### src/rtl/add_arbiter.sv
// add_arbiter: two-requester round-robin arbiter in front of a registered
// 8-bit two's-complement adder with signed-overflow detection and a
// saturating overflow event counter. Requesters use a 4-phase handshake.
module add_arbiter #(
    parameter int unsigned OVF_CNT_W = 8
) (
    input  logic                 clk,
    input  logic                 reset,
    input  logic                 enable,
    input  logic                 req0,
    input  logic                 req1,
    input  logic [7:0]           inp1_0,
    input  logic [7:0]           inp2_0,
    input  logic [7:0]           inp1_1,
    input  logic [7:0]           inp2_1,
    output logic                 done0,
    output logic                 done1,
    output logic [7:0]           sum,
    output logic                 overflow_flag,
    output logic                 gnt_id,
    output logic                 busy,
    output logic [OVF_CNT_W-1:0] ovf_count
);

    localparam logic [1:0] S_IDLE = 2'd0;
    localparam logic [1:0] S_EXEC = 2'd1;
    localparam logic [1:0] S_DONE = 2'd2;

    logic [1:0]           state_q, state_d;
    logic [7:0]           op1_q, op1_d;
    logic [7:0]           op2_q, op2_d;
    logic [7:0]           sum_q, sum_d;
    logic                 ovf_q, ovf_d;
    logic                 gnt_q, gnt_d;
    // Requester favoured on the next simultaneous request.
    logic                 prio_q, prio_d;
    logic                 done0_q, done0_d;
    logic                 done1_q, done1_d;
    logic [OVF_CNT_W-1:0] cnt_q, cnt_d;

    logic [7:0] add_res;
    logic       add_ovf;
    logic       grant;
    logic       gnt_req;

    assign add_res = op1_q + op2_q;
    assign add_ovf = (op1_q[7] == op2_q[7]) && (add_res[7] != op1_q[7]);

    // Tie goes to the favoured requester; a lone request always wins.
    assign grant   = (req0 && req1) ? prio_q : req1;
    assign gnt_req = gnt_q ? req1 : req0;

    // Next-state and datapath update for the IDLE/EXEC/DONE controller.
    always_comb begin
        state_d = state_q;
        op1_d   = op1_q;
        op2_d   = op2_q;
        sum_d   = sum_q;
        ovf_d   = ovf_q;
        gnt_d   = gnt_q;
        prio_d  = prio_q;
        done0_d = done0_q;
        done1_d = done1_q;
        cnt_d   = cnt_q;
        case (state_q)
            S_IDLE: begin
                if (enable && (req0 || req1)) begin
                    gnt_d   = grant;
                    prio_d  = ~grant;
                    op1_d   = grant ? inp1_1 : inp1_0;
                    op2_d   = grant ? inp2_1 : inp2_0;
                    state_d = S_EXEC;
                end
            end
            S_EXEC: begin
                sum_d = add_res;
                ovf_d = add_ovf;
                if (add_ovf && (cnt_q != '1)) begin
                    cnt_d = cnt_q + OVF_CNT_W'(1);
                end
                state_d = S_DONE;
            end
            S_DONE: begin
                // done is registered one edge after DONE is entered, and
                // dropped on the edge that sees the granted req released.
                if (gnt_req) begin
                    done0_d = ~gnt_q;
                    done1_d = gnt_q;
                end else begin
                    done0_d = 1'b0;
                    done1_d = 1'b0;
                    state_d = S_IDLE;
                end
            end
            default: begin
                state_d = S_IDLE;
            end
        endcase
    end

    // State registers with synchronous active-low reset.
    always_ff @(posedge clk) begin
        if (!reset) begin
            state_q <= S_IDLE;
            op1_q   <= '0;
            op2_q   <= '0;
            sum_q   <= '0;
            ovf_q   <= 1'b0;
            gnt_q   <= 1'b0;
            prio_q  <= 1'b0;
            done0_q <= 1'b0;
            done1_q <= 1'b0;
            cnt_q   <= '0;
        end else begin
            state_q <= state_d;
            op1_q   <= op1_d;
            op2_q   <= op2_d;
            sum_q   <= sum_d;
            ovf_q   <= ovf_d;
            gnt_q   <= gnt_d;
            prio_q  <= prio_d;
            done0_q <= done0_d;
            done1_q <= done1_d;
            cnt_q   <= cnt_d;
        end
    end

    assign done0         = done0_q;
    assign done1         = done1_q;
    assign sum           = sum_q;
    assign overflow_flag = ovf_q;
    assign gnt_id        = gnt_q;
    assign busy          = (state_q != S_IDLE);
    assign ovf_count     = cnt_q;

endmodule

### config.mk
export PLATFORM = sky130hd
export DESIGN_NAME = add_arbiter
export DESIGN_NICKNAME = d
export VERILOG_FILES = /design/src/rtl/add_arbiter.sv
export SDC_FILE = /design/constraint.sdc
export NUM_CORES = 1
export LEC_CHECK = 0
export ABC_AREA = 1
export ABC_CLOCK_PERIOD_IN_PS = 1550
export BUFFER_PORTS_ARGS = -buffer_cell sky130_fd_sc_hd__buf_2
export CAP_MARGIN = 20
export CORE_MARGIN = 8
export CORE_UTILIZATION = 46
export CTS_CLUSTER_DIAMETER = 30
export CTS_CLUSTER_SIZE = 10
export DETAILED_ROUTE_END_ITERATION = 8
export GPL_TIMING_DRIVEN = 1
export MAX_ROUTING_LAYER = met4
export PLACE_DENSITY = 0.75
export SETUP_SLACK_MARGIN = 0.2
export SYNTH_ARGS = -nofsm -noshare
export SYNTH_HDL_FRONTEND = slang
export SYNTH_SLANG_ARGS = --single-unit
### constraint.sdc
create_clock -name clk -period 1.55 [get_ports clk]
set_input_delay 0.0775 -clock clk [delete_from_list [all_inputs] [get_ports clk]]
set_output_delay 0.0775 -clock clk [all_outputs]
set_load 0.005 [all_outputs]
==> results.md <==
- Status: complete, but fails checks
- Synth area leader: dfxtp_1
- Die height: 82.3 um
- RSZ-0062 raised after global routing: yes
- EDFF count, synth: 0
- Clock skew: ~0.011 ns
- Endpoints failing hold: 0
- Synth Register Bits: 39
- Cell depth of the worst flop-to-flop path: 10
- Die W: a little over 80 um
- Area contributors post-synth: dfxtp_1 (39%), nand2_1 (14%), a31oi_1 (6.2%)
- Slew Viols, Final: 0
- Final ANT Viol Nets: 0
- R2R Setup Slk: -0.06 ns
- Reg power frac: 43.3%
- Worst Hold Path Cells: 3
- Seq/Total Area, Yosys: 38.6%
- Most used DFF post-synth: dfxtp_1
- Slew of the pin with the lowest slew margin: 0.322 ns
- Violated checks: negative setup slack
- Wire length per cell: between 15 and 20 um
- Sw frac: about 28%
- Post-CTS Hold Buffers: 0
- Maxcap violations: 0
- Max frequency: just over 0.6 GHz
- Slowest CP cell: dfxtp_2
- Site Rows: 24
- Xor and xnor area share after synthesis: 3.90%
- Synth unique cells: 33
- Detailed Place HPWL: 3.78 mm
- # diodes: 0
- TritonCTS clock tree: built
- DR pass1 iterations: 4
- Final setup viols: 9
- Commonest cells in the netlist: nand2_1 (77), dfxtp_1 (39), nor2_1 (28)
- Peak VDD IR: between 0.6 and 0.7 mV
- Simple-gate share of the synthesized area: 30.3%
- Power per Cell Area: 832 nW/um2
- Num CTS Buffers: 5
- FF-to-FF Start: op2_q[4]$_SDFFE_PN0P_
- WP data required: 1.76 ns
- Post-Synthesis Net Count: approximately 320
- Worst slew margin: 78.4%
- I/O pins: 58
- Dpl ws: -0.0152 ns
- Sink Count: 39
- Post-route cell area: 3080 um2
- Drt drc: 0
- Global Route Usage Sum: between 15 and 20%
- Root buf cell: clkbuf_8
- Total grt overflow: 0
- Compound-Gate Fraction of Synth Area: 14.0%
- Critical Path Sink Type: register
- Die Footprint: between 6000 and 7000 um2
- Number of vias per cell: ~5.2
- Int Pwr: 1.85 mW
- H-Tree Depth: 2
- Syn Std Cell Area: 2020 um2
- Cells after Synth: 270
- Tmin final: 1.61 ns
- HP Start: inp1_0[2]
- Ys Warns: 0
- FF-to-FF End: ovf_count[6]$_SDFFE_PN0P_
- Clk buf depth: 2
- First-pass GRT wire length: 8.53 mm
- Post-synthesis mux area share: 0%
- Max incr delay on CP: ~0.34 ns
- Asr flop ratio synth: 0%
- Main combinational cell family by area after synthesis: simple AND/OR/NAND/NOR gates
- Area grow syn2layout: 52.1%
- Via Count: 2134
- Synth top area share: 38.6%
- Initial Util: 47.1%
- Top-count cell post-synth: nand2_1
- Hold crit path type: primary input to register
- Reg clk slew, reported paths: 0.08 ns
- Number of filler instances in the final layout: 284
- Setup CP Type: register to register
- Share of cells above drive strength 1: 47.9%
- Crit path cell chain: ha_4 -> nand2_2 -> nand2_2 -> a21oi_4 -> nand3_4 -> buf_6 -> nand2_4 -> nand4_1 -> nand2_1 -> nor2_1
- Synth Area in Adders: 5.94%
- DP Area: about 2500 um2
- GP Congestion: 0.796
- IO buf count: 57
- CP most frequent cell: nand2_2
- Synth Area per Inst: roughly 7.5 um2
- Final period utilization: 104%
- Core region area: 4290 um2
- Comb pwr share: 21.7%
- Worst Hold End: op1_q[2]$_SDFFE_PN0P_
- CP Data Arrival Time: between 1.5 and 2 ns
- Clock power share: 35.1%
- Setup ws final: -0.0625 ns
- Final nets: 402
- CP startpoint kind: register
- P_sw: 710 uW
- Crit path max fanout: 5
- Total Wirelength: 6.29 mm
- Largest net degree at the start of global routing: 22
- Worst skew pair latency: 0.30 ns
- Total leakage power: 1.43 nW
- Initial DRC Count: 119
- Initial antenna violation count: 0
- Number of global-route vias before repair: 1874
==> per-layer routing <==
layer | GRT usage, % | routed length, um
met4 | 7.02 | 156
met1 | 20.1 | 2750
met5 | - | 0
met2 | 25.1 | 3070
met3 | 4.87 | 315
==> metrics by stage <==
stage          cells  util, %  power [mW]  hold WS, ns  TNS [ns]
6_report         409     71.6        2.56       0.0289    -0.391
3_3_place_gp     383     58.4        1.49        0.333         0
3_5_place_dp     383     58.4        1.50        0.342   -0.0260
5_1_grt          409     71.6        2.66       0.0200     -1.01
4_1_cts          397     64.2        2.43       0.0207  -0.00206
2_1_floorplan    270        -        1.36        0.199         0
==> power by group through the flow <==
stage | clock (mW) | combinational (mW) | sequential [mW]
3_3_place_gp | 0 | 0.375 | 1.12
4_1_cts | 0.904 | 0.423 | 1.10
6_report | 0.897 | 0.554 | 1.11
5_1_grt | 0.948 | 0.598 | 1.11
3_5_place_dp | 0 | 0.380 | 1.12
2_1_floorplan | 0 | 0.236 | 1.12
==> layout by cell type (no fill, tap or decap), types with 2 or more instances in the layout <==
cell      netlist  final
inv_2           1      2
ha_4            0      7
o21ai_0         7      4
buf_12          0      2
nand4_1        10     10
buf_4           3     22
nand2_1        77     54
clkbuf_8        0      6
buf_2           2     57
o21ai_1         1      4
nand3_1         5      4
a21oi_4         1      2
xor2_1          5      4
a21oi_1        10      9
a211oi_1        2      2
buf_6           1      5
a31oi_1        20     18
nand2_4         1     16
dfxtp_1        39     23
nand3_4         1      3
nand2_2         6     14
dfxtp_2         0     15
nor2_4          1      3
xnor2_1         4      4
inv_1          23     21
nor2_1         28     28
or2_4           0      2
==> critical path: cells and delay by family (launching register included) <==
kind	cells	cell delay, ns
AOI/OAI and AO/OA	1	0.22
adders and majority gates	1	0.27
buffers and inverters	1	0.14
DFF	1	0.34
and+or+nand+nor	7	0.54
==> sequential cells by signal, indices dropped and copies added, names as in the netlist <==
register       cells
op1_q              8
op2_q              8
ovf_count          8
sum                8
state_q            2
done0              1
done1              1
gnt_id             1
overflow_flag      1
prio_q             1
==> cell families (layout without fill, tap and decap cells) <==
kind of cell    after synthesis  after routing
simple gates                136            137
compound gates               44             44
flops                        39             39
buf+inv                      33            119
fa+ha+maj                     9              9
xor+xnor                      9              9
==> final cells by class <==
cell class              instances  area (um2)  area share [%]
multi-input cells             199        1430            46.3
flip-flops and latches         39         803            26.1
repair buffers                 87         572            18.6
inverters                      24        92.6            3.01
clock buffers                   6        82.6            2.69
well taps                      52        65.1            2.12
clock inverters                 2        35.0            1.14
==> what timing repair did <==
item	in CTS	in global routing
buffers inserted	5	11
setup endpoints to repair	29	28
pin swaps	21	30
resized for setup	20	54
cloned	1	1
==> worst max path at each step <==
stage / start / to / slack [ns] / cells after the start
3_3_place_gp: op2_q[6]$_SDFFE_PN0P_ / ovf_count[0]$_SDFFE_PN0P_ / 0.02 / 11
2_1_floorplan: op2_q[2]$_SDFFE_PN0P_ / ovf_count[0]$_SDFFE_PN0P_ / 0.08 / 10
6_report: op2_q[4]$_SDFFE_PN0P_ / ovf_count[6]$_SDFFE_PN0P_ / -0.06 / 10
5_1_grt: op2_q[4]$_SDFFE_PN0P_ / ovf_count[1]$_SDFFE_PN0P_ / -0.15 / 10
4_1_cts: op1_q[4]$_SDFFE_PN0P_ / ovf_count[1]$_SDFFE_PN0P_ / -0.002 / 10
3_5_place_dp: op1_q[6]$_SDFFE_PN0P_ / ovf_count[0]$_SDFFE_PN0P_ / -0.02 / 11
Power figures use the tool's default switching activity.
